===== config.mk =====
export PLATFORM = sky130hd
export DESIGN_NAME = kd_tree_seq
export DESIGN_NICKNAME = d
export VERILOG_FILES = /design/src/rtl/kd_tree_seq.sv
export SDC_FILE = /design/constraint.sdc
export NUM_CORES = 1
export LEC_CHECK = 0
export CAP_MARGIN = 5
export CORE_ASPECT_RATIO = 0.9
export CORE_MARGIN = 2
export CORE_UTILIZATION = 40
export CTS_CLUSTER_SIZE = 28
export DETAILED_ROUTE_END_ITERATION = 8
export PLACE_DENSITY = 0.69
export SYNTH_ARGS = -nofsm -noshare
export SYNTH_HDL_FRONTEND = slang
export SYNTH_SLANG_ARGS = --single-unit

===== constraint.sdc =====
create_clock -name clk_i -period 6.9 [get_ports clk_i]
set_clock_uncertainty 0.2 [all_clocks]
set_input_delay 2.07 -clock clk_i [delete_from_list [all_inputs] [get_ports clk_i]]
set_output_delay 2.07 -clock clk_i [all_outputs]
set_load 0.05 [all_outputs]

===== src/rtl/kd_tree_seq.sv =====
// kd_tree_seq: root-side sequencer for the kd_tree node array.
// Walks the root node through rst -> center_fill -> configure_sort_axis -> start_sorting,
// streaming centers out of a 1-cycle-latency RAM, then waits for the tree to report dne.
// Every busy phase has a cycle budget of TMO; running out lands in ERR with the phase recorded.
//
// Ports:
//   clk_i, reset_i        clock and synchronous active-high reset
//   start_i               run request, only honoured while idle/done/err
//   num_centers_i         centers to load (1..MAX_CTR), latched on start
//   sort_axis_i           0=R 1=G 2=B (3 treated as R), latched on start
//   ctr_rd_en_o/addr_o    center RAM read port; ctr_rd_data_i returns one cycle later
//   root_cmd_o/data_o     registered command/data into the root node
//   root_resp_i           response from the root node, compared in the cycle it is seen
//   busy_o/done_o/err_o   run status; err_phase_o names the phase that timed out or failed
//   ctr_sent_o            centers actually driven to the root in the last fill
module kd_tree_seq #(
    parameter int unsigned CMD_W   = 5,
    parameter int unsigned DATA_W  = 24,
    parameter int unsigned MAX_CTR = 16,
    parameter int unsigned TMO     = 1024,
    localparam int unsigned ADDR_W = $clog2(MAX_CTR),
    localparam int unsigned TMO_W  = $clog2(TMO + 1)
) (
    input  logic              clk_i,
    input  logic              reset_i,
    input  logic              start_i,
    input  logic [ADDR_W:0]   num_centers_i,
    input  logic [1:0]        sort_axis_i,
    output logic              ctr_rd_en_o,
    output logic [ADDR_W-1:0] ctr_rd_addr_o,
    input  logic [DATA_W-1:0] ctr_rd_data_i,
    output logic [CMD_W-1:0]  root_cmd_o,
    output logic [DATA_W-1:0] root_data_o,
    input  logic [CMD_W-1:0]  root_resp_i,
    output logic              busy_o,
    output logic              done_o,
    output logic              err_o,
    output logic [1:0]        err_phase_o,
    output logic [ADDR_W:0]   ctr_sent_o
);

    localparam logic [CMD_W-1:0] CmdNop        = CMD_W'(5'h00);
    localparam logic [CMD_W-1:0] CmdRst        = CMD_W'(5'h1f);
    localparam logic [CMD_W-1:0] CmdFill       = CMD_W'(5'h01);
    localparam logic [CMD_W-1:0] CmdAxis       = CMD_W'(5'h02);
    localparam logic [CMD_W-1:0] CmdSort       = CMD_W'(5'h09);
    localparam logic [CMD_W-1:0] RespRstDone   = CMD_W'(5'h1e);
    localparam logic [CMD_W-1:0] RespFillDone  = CMD_W'(5'h05);
    localparam logic [CMD_W-1:0] RespAxisDone  = CMD_W'(5'h07);
    localparam logic [CMD_W-1:0] RespDne       = CMD_W'(5'h10);

    localparam logic [ADDR_W:0]  MaxCtr  = (ADDR_W + 1)'(MAX_CTR);
    localparam logic [ADDR_W:0]  CntOne  = (ADDR_W + 1)'(1);
    localparam logic [TMO_W-1:0] TmoMax  = TMO_W'(TMO);
    localparam logic [TMO_W-1:0] TmoLast = TMO_W'(TMO - 1);

    typedef enum logic [2:0] {StIdle, StRst, StFill, StAxis, StSort, StDone, StErr} state_e;

    state_e              state_q, state_d;
    logic [CMD_W-1:0]    root_cmd_q, root_cmd_d;
    logic [DATA_W-1:0]   root_data_q, root_data_d;
    logic                rd_en_q, rd_en_d;
    logic [ADDR_W-1:0]   rd_addr_q, rd_addr_d;
    logic                pend_q, pend_d;     // RAM word for a read issued last cycle is on ctr_rd_data_i
    logic [ADDR_W:0]     num_q, num_d;
    logic [ADDR_W:0]     sent_q, sent_d;
    logic [1:0]          axis_q, axis_d;
    logic [1:0]          err_phase_q, err_phase_d;
    logic [TMO_W-1:0]    cnt_q, cnt_d;
    logic                tmo_hit;

    always_comb begin
        state_d     = state_q;
        root_cmd_d  = CmdNop;
        root_data_d = root_data_q;
        rd_en_d     = 1'b0;
        rd_addr_d   = rd_addr_q;
        pend_d      = 1'b0;
        num_d       = num_q;
        sent_d      = sent_q;
        axis_d      = axis_q;
        err_phase_d = err_phase_q;
        // Counter would reach TMO at this edge.
        tmo_hit     = (cnt_q >= TmoLast);

        unique case (state_q)
            StIdle, StDone, StErr: begin
                if (start_i) begin
                    num_d  = num_centers_i;
                    axis_d = (sort_axis_i == 2'd3) ? 2'd0 : sort_axis_i;
                    sent_d = '0;
                    if (num_centers_i == '0 || num_centers_i > MaxCtr) begin
                        state_d     = StErr;
                        err_phase_d = 2'd1;
                    end else begin
                        state_d    = StRst;
                        root_cmd_d = CmdRst;
                    end
                end
            end
            StRst: begin
                if (root_resp_i == RespRstDone) begin
                    state_d   = StFill;
                    rd_en_d   = 1'b1;
                    rd_addr_d = '0;
                end else if (tmo_hit) begin
                    state_d     = StErr;
                    err_phase_d = 2'd0;
                end else begin
                    root_cmd_d = CmdRst;
                end
            end
            StFill: begin
                // Early fill_done wins: outstanding read and registered word are discarded.
                if (root_resp_i == RespFillDone) begin
                    state_d     = StAxis;
                    root_cmd_d  = CmdAxis;
                    root_data_d = DATA_W'(axis_q);
                end else if (tmo_hit) begin
                    state_d     = StErr;
                    err_phase_d = 2'd1;
                end else begin
                    if (rd_en_q) begin
                        rd_addr_d = rd_addr_q + ADDR_W'(1);
                        rd_en_d   = (({1'b0, rd_addr_q} + CntOne) < num_q);
                    end
                    pend_d = rd_en_q;
                    if (pend_q) begin
                        root_cmd_d  = CmdFill;
                        root_data_d = ctr_rd_data_i;
                        sent_d      = sent_q + CntOne;
                    end
                end
            end
            StAxis: begin
                if (root_resp_i == RespAxisDone) begin
                    state_d    = StSort;
                    root_cmd_d = CmdSort;
                end else if (tmo_hit) begin
                    state_d     = StErr;
                    err_phase_d = 2'd2;
                end else begin
                    root_cmd_d  = CmdAxis;
                    root_data_d = DATA_W'(axis_q);
                end
            end
            StSort: begin
                // start_sorting was issued on entry; only dne matters from here.
                if (root_resp_i == RespDne) begin
                    state_d = StDone;
                end else if (tmo_hit) begin
                    state_d     = StErr;
                    err_phase_d = 2'd3;
                end
            end
            default: state_d = StIdle;
        endcase

        if (state_d != state_q) begin
            cnt_d = '0;
        end else if (cnt_q == TmoMax) begin
            cnt_d = cnt_q;
        end else begin
            cnt_d = cnt_q + TMO_W'(1);
        end
    end

    always_ff @(posedge clk_i) begin
        if (reset_i) begin
            state_q     <= StIdle;
            root_cmd_q  <= CmdNop;
            root_data_q <= '0;
            rd_en_q     <= 1'b0;
            rd_addr_q   <= '0;
            pend_q      <= 1'b0;
            num_q       <= '0;
            sent_q      <= '0;
            axis_q      <= 2'd0;
            err_phase_q <= 2'd0;
            cnt_q       <= '0;
        end else begin
            state_q     <= state_d;
            root_cmd_q  <= root_cmd_d;
            root_data_q <= root_data_d;
            rd_en_q     <= rd_en_d;
            rd_addr_q   <= rd_addr_d;
            pend_q      <= pend_d;
            num_q       <= num_d;
            sent_q      <= sent_d;
            axis_q      <= axis_d;
            err_phase_q <= err_phase_d;
            cnt_q       <= cnt_d;
        end
    end

    assign ctr_rd_en_o   = rd_en_q;
    assign ctr_rd_addr_o = rd_addr_q;
    assign root_cmd_o    = root_cmd_q;
    assign root_data_o   = root_data_q;
    assign busy_o        = !(state_q == StIdle || state_q == StDone || state_q == StErr);
    assign done_o        = (state_q == StDone);
    assign err_o         = (state_q == StErr);
    assign err_phase_o   = err_phase_q;
    assign ctr_sent_o    = sent_q;

endmodule


==> impl_metrics.py, run 1 <==
metrics = {
    "worst_setup_path": {
        "crit_path_max_fanout": 23,
        "path_class": "reg2out",
        "path_delay_family": "buffers and inverters",
        "critPathMaxStageDelay_ns": 0.82,
        "crit_slowest_cell": "clkdlybuf4s50_1",
        "endpoint_kind": "primary output",
        "crit_chain": "xor2_1, a21o_1, inv_1, clkdlybuf4s50_1",
        "cp_num_buf_inv": 2,
        "crit_required_ns": 4.63,
        "startpoint_type": "register",
        "r2r-start": "state_q[1]",
        "cp-startpoint": "state_q[1]",
        "arrival_ns": 2.54,
    },
    "final_layout": {
        "nNetsFinal": 497,
        "finalInstanceArea_um2": 4320,
        "syn_to_final_growth_pct": 33.1,
        "final_cell_mix": "82 x clkdlybuf4s50_1, 62 x dfxtp_1, 33 x nand3_1, 30 x nand2b_1, 27 x o21ai_0",
        "layout-drive-gt1-share_pct": 9.01,
        "layout_commonest_cell": "clkdlybuf4s50_1",
        "antennaDiodeCount": 0,
    },
    "timing": {
        "fin_crit_ns": 4.81,
        "fin_setup_tns_ns": 0,
        "finalSetupViolCount": 0,
        "fmax_mhz": 208,
        "rsz0062_at_grt": "false",
        "worst_slew_pin_slew_ns": 0.789,
        "relSlewSlack_pct": 47.4,
        "hold_viol": 0,
        "drv_slew": 0,
        "period_share_pct": 69.8,
    },
    "clock_tree": {
        "cts.sinks": 62,
        "clkSlewWorstSetupHoldPaths_ns": 0.07,
        "h-tree-depth": 3,
        "hold_buffers": 0,
        "cts_tree": "done",
        "cts_buffers": 9,
        "cts-root-buf": "clkbuf_8",
        "cts_setup_buffers": 0,
        "cts.path.max_buffers": 2,
        "cts-resized-gates": 0,
        "clk_latency_ns": 0.35,
    },
    "placement": {
        "dp_hpwl_um": 5970,
        "io_buffers": 82,
        "gp_congestion": 0.958,
        "dpl_cell_area_um2": 4100,
    },
    "routing": {
        "final_antenna_net_count": 0,
        "vias": 3028,
        "wl_per_cell_um": 15.1,
        "totalWireLength_um": 8360,
        "drc": 0,
        "dr.first_iter.drc_count": 149,
        "via_per_inst": 5.47,
        "dr.pass1.iters": 4,
    },
    "global_route": {
        "grt_max_degree": 51,
        "grt_pass1_vias": 2812,
        "antenna_found_initial": 0,
        "grt_usage_pct": 19.1,
        "grt_pass1_wl_um": 13500,
        "overflow": 0,
    },
    "yosys": {
        "yosysUniqueCellTypes": 66,
        "synthArstFlopShare_pct": 0,
        "syn_area_um2": 3250,
        "synthTopCellsByArea": "dfxtp_1 38%, nand2b_1 5.8%, nand3_1 5.1%",
        "ys_seq_elements": 62,
        "yosysTopAreaCellShare_pct": 38.2,
        "synth_area_leader_cell": "dfxtp_1",
        "synth_fp_nets": 425,
        "ys_seq_area_share_pct": 38.2,
        "syn_area_per_cell_um2": 8.60,
        "synth_edf_count": 0,
        "synth_ff_type": "dfxtp_1",
        "syn_inst": 378,
        "synth.yosys.warnings": 0,
    },
    "worst_hold_path": {
        "min_from": "num_q[0]",
        "hold_class": "reg2reg",
    },
    "die": {
        "initial_core_util_pct": 40.9,
        "ios": 83,
        "die_w_um": 99.0,
        "core_um2": 7950,
        "dieArea_um2": 8860,
        "rows": 31,
        "die_height_um": 89.5,
    },
    "power": {
        "p_leak_nw": 1.52,
        "irDropWorstVdd_mv": 0.173,
        "power_density_nw_per_um2": 231,
    },
    "run": {
        "maxCapViolations": 0,
    },
    "run_status": {
        "status": "complete, no violations",
    },
}
layout make-up:
class | instances | area (um^2)
Clock buffer | 9 | 124
Clock inverter | 7 | 97.6
Fill cell | 731 | 3630
Inverter | 12 | 45.0
Multi-Input combinational cell | 280 | 1850
Sequential cell | 62 | 1240
Tap cell | 99 | 124
Timing Repair Buffer | 85 | 843
Yosys cell counts, types with 3 or more instances:
master    count
a21o_1        3
nand2b_1     30
nor2_2       10
xor2_1       12
nor2_1       22
nand4_1       7
mux2i_1       9
xnor2_1       6
nand2_1      15
a31oi_1       4
nor4_1        3
a211oi_1      3
nand3b_1      4
clkbuf_1     14
nand4b_1      3
or4_1         3
o21ai_1       3
and3_1        5
a21oi_1      17
nand3_1      33
inv_1        10
nor3_1        9
buf_2         6
dfxtp_1      62
o21ai_0      27
ha_1          8
power breakdown:
group          switching (mW)  internal [mW]  total (mW)
clock network           0.151          0.204       0.355
registers              0.0235          0.376       0.400
logic                   0.146         0.0969       0.243
per-stage QoR:
stage | hold WS (ns) | power (mW) | std cells | utilization (%) | setup slack, ns
CTS | 0.259 | 1.01 | 554 | 54.4 | 2.07
global route | 0.290 | 1.04 | 554 | 54.4 | 1.97
global placement | 0.249 | 0.646 | 538 | 51.6 | 2.04
detailed placement | 0.250 | 0.649 | 538 | 51.6 | 1.96
finish | 0.260 | 0.997 | 554 | 54.4 | 2.09
floorplan | 0.232 | 0.574 | 378 | - | 2.84
path summary, 6_finish.rpt:
| path | endpoint | slack, ns | cells after the start |
|---|---|---|---|
| max | busy_o | 2.09 | 4 |
| min | num_q[0] | 0.26 | 2 |
| max reg2reg | cnt_q[6] | 3.86 | 6 |
| min reg2reg | num_q[0] | 0.26 | 2 |
cells by family after synthesis:
logic type / count (synthesis) / share of synthesized area, %
xor gates and xnor gates: 18 / 4.85
DFF: 62 / 38.2
adders and majority gates: 8 / 3.08
AOI/OAI and AO/OA: 86 / 18.2
and+or+nand+nor: 158 / 27.5
muxes: 10 / 3.12
buffers and inverters: 36 / 5.01
sequential cells by signal (all words and copies together) (netlist names):
name           flops
axis_q             2
ctr_rd_addr_o      4
root_data_o       24
state_q            3
ctr_rd_en_o        1
root_cmd_o         4
num_q              5
err_phase_o        2
pend_q             1
ctr_sent_o         5
cnt_q             11
worst min-delay path: stages, from the launching register on:
cell and delay [ns]:
dfxtp_1 0.31, nand2_1 0.05, a21oi_1 0.05
routing by layer:
metal	track usage [%]	vias to the layer above	part of all wire, %
met1	24.6	1407	45
met3	5.00	8	6.6
li1	-	1508	-
met5	0	-	0
met4	8.34	0	1.3
met2	30.3	105	47
Note: power is estimated with default switching activity, not from simulation.
==> inputs of run 2 (changes only) <==
PLACE_DENSITY = 0.72   (was 0.69)
clock period = 3.9 ns   (was 6.9 ns; I/O delays follow)
==> run 2 against run 1 <==
- clock power grew 75%
- critical endpoint is now done_o
- core utilization grew 1.4 points
- first-iteration DRC count grew 48%
- total power grew 79%
- die area is the same
==> impl_metrics.py, run 2 (synthesis gave the netlist of run 1 again) <==
metrics = {
    "run_status": {
        "status": "complete, no violations",
    },
    "timing": {
        "relSlewSlack_pct": 57.5,
        "rsz0062_at_grt": "false",
        "period_share_pct": 94.0,
        "fin_crit_ns": 3.66,
        "setup_slack_ns": 0.235,
        "worst_slew_pin_slew_ns": 0.632,
        "drv_slew": 0,
        "finalSetupViolCount": 0,
        "fin_setup_tns_ns": 0,
        "fmax_mhz": 273,
        "hold_viol": 0,
    },
    "worst_setup_path": {
        "endpoint_kind": "primary output",
        "startpoint_type": "register",
        "path_class": "reg2out",
        "crit_path_max_fanout": 16,
        "crit_required_ns": 2.53,
        "arrival_ns": 2.29,
    },
    "clock_tree": {
        "cts-root-buf": "clkbuf_8",
        "hold_buffers": 0,
        "cts-resized-gates": 0,
        "clk_latency_ns": 0.34,
        "cts_setup_buffers": 0,
        "h-tree-depth": 3,
        "cts_tree": "done",
        "cts_buffers": 9,
        "cts.path.max_buffers": 2,
        "clkSlewWorstSetupHoldPaths_ns": 0.07,
        "cts.sinks": 62,
    },
    "die": {
        "ios": 83,
        "dieArea_um2": 8860,
        "die_w_um": 99.0,
        "core_um2": 7950,
        "rows": 31,
        "initial_core_util_pct": 40.9,
        "die_height_um": 89.5,
    },
    "final_layout": {
        "final_cell_mix": "81 x clkdlybuf4s50_1, 62 x dfxtp_1, 33 x nand3_1, 30 x nand2b_1, 27 x o21ai_0",
        "fill_cells": 722,
        "layout_commonest_cell": "clkdlybuf4s50_1",
        "largest_reg_flops": 24,
        "antennaDiodeCount": 0,
        "nNetsFinal": 511,
        "syn_to_final_growth_pct": 36.4,
        "layout-drive-gt1-share_pct": 11.5,
    },
    "routing": {
        "top_layer": "met4",
        "final_antenna_net_count": 0,
        "dr.pass1.iters": 5,
        "wl_met2_um": 4110,
        "totalWireLength_um": 8420,
        "dr.first_iter.drc_count": 220,
        "wl_met3_um": 337,
        "vias": 3086,
        "drc": 0,
        "via_per_inst": 5.43,
        "wl_per_cell_um": 14.8,
        "met1_length_um": 3770,
    },
    "global_route": {
        "grt_max_degree": 49,
        "antenna_found_initial": 0,
        "grt_usage_pct": 19.1,
        "overflow": 0,
        "grt_pass1_wl_um": 13500,
        "grt_pass1_vias": 2796,
    },
    "worst_hold_path": {
        "hold_class": "reg2reg",
    },
    "placement": {
        "pre_cts_slack_ns": 0.193,
        "dp_hpwl_um": 6140,
        "gp_congestion": 0.932,
        "io_buffers": 82,
    },
    "power": {
        "irDropWorstVdd_mv": 0.299,
        "p_leak_nw": 1.60,
        "power_density_nw_per_um2": 402,
    },
    "run": {
        "maxCapViolations": 0,
    },
}
[run 2: layout make-up]
type                       count  area, um^2  share of cell area [%]
inverter                      12        45.0                    1.02
tap                           99         124                    2.79
multi-input combinational    280        1850                    41.7
clock inverter                 4        70.1                    1.58
timing repair buffer          99         958                    21.6
clock buffer                  12         145                    3.27
sequential                    62        1240                    28.0
[run 2: path summary, 6_finish.rpt]
path / slack [ns] / end / startpoint / cells after the start
min reg2reg: 0.26 / num_q[0] / num_q[0] / 2
max reg2reg: 1.25 / ctr_rd_addr_o[3] / state_q[1] / 6
min: 0.26 / num_q[0] / num_q[0] / 2
max: 0.24 / done_o / state_q[2] / 3
[run 2: routing by layer]
| layer | track usage (%) | up-vias |
|---|---|---|
| met1 | 24.2 | 1441 |
| met3 | 4.30 | 15 |
| met2 | 31.1 | 92 |
| met4 | 9.34 | 0 |
| li1 | - | 1538 |
| met5 | 0 | - |
[run 2: worst max-delay path, cell delays in order (launching register included)]
cell and delay, ns:
dfxtp_1 0.68, nand2b_1 0.27, nor2_1 0.16, clkdlybuf4s50_1 0.85
[run 2: where the power goes]
group	internal [mW]	switching, mW	leakage (nW)
sequential	0.666	0.0311	0.502
clock	0.376	0.247	0.110
combinational	0.190	0.273	0.987
[run 2: stage by stage]
stage / hold WS [ns] / total power [mW] / instances / utilization, % / area, um^2
after CTS: 0.264 / 1.80 / 568 / 55.8 / 4430
after floorplan: 0.232 / 1.02 / 378 / - / 3250
final: 0.258 / 1.78 / 568 / 55.8 / 4430
after global routing: 0.295 / 1.87 / 568 / 55.8 / 4430
after global placement: 0.244 / 1.17 / 552 / 53.0 / 4220
after detailed placement: 0.253 / 1.17 / 552 / 53.0 / 4220
==> inputs of run 3 (changes only) <==
SKIP_LAST_GASP = 1   (was not set)
TNS_END_PERCENT = 30   (was not set)
==> results of run 3 <==
Final layout, timing and power as in run 2 (identical DEF).
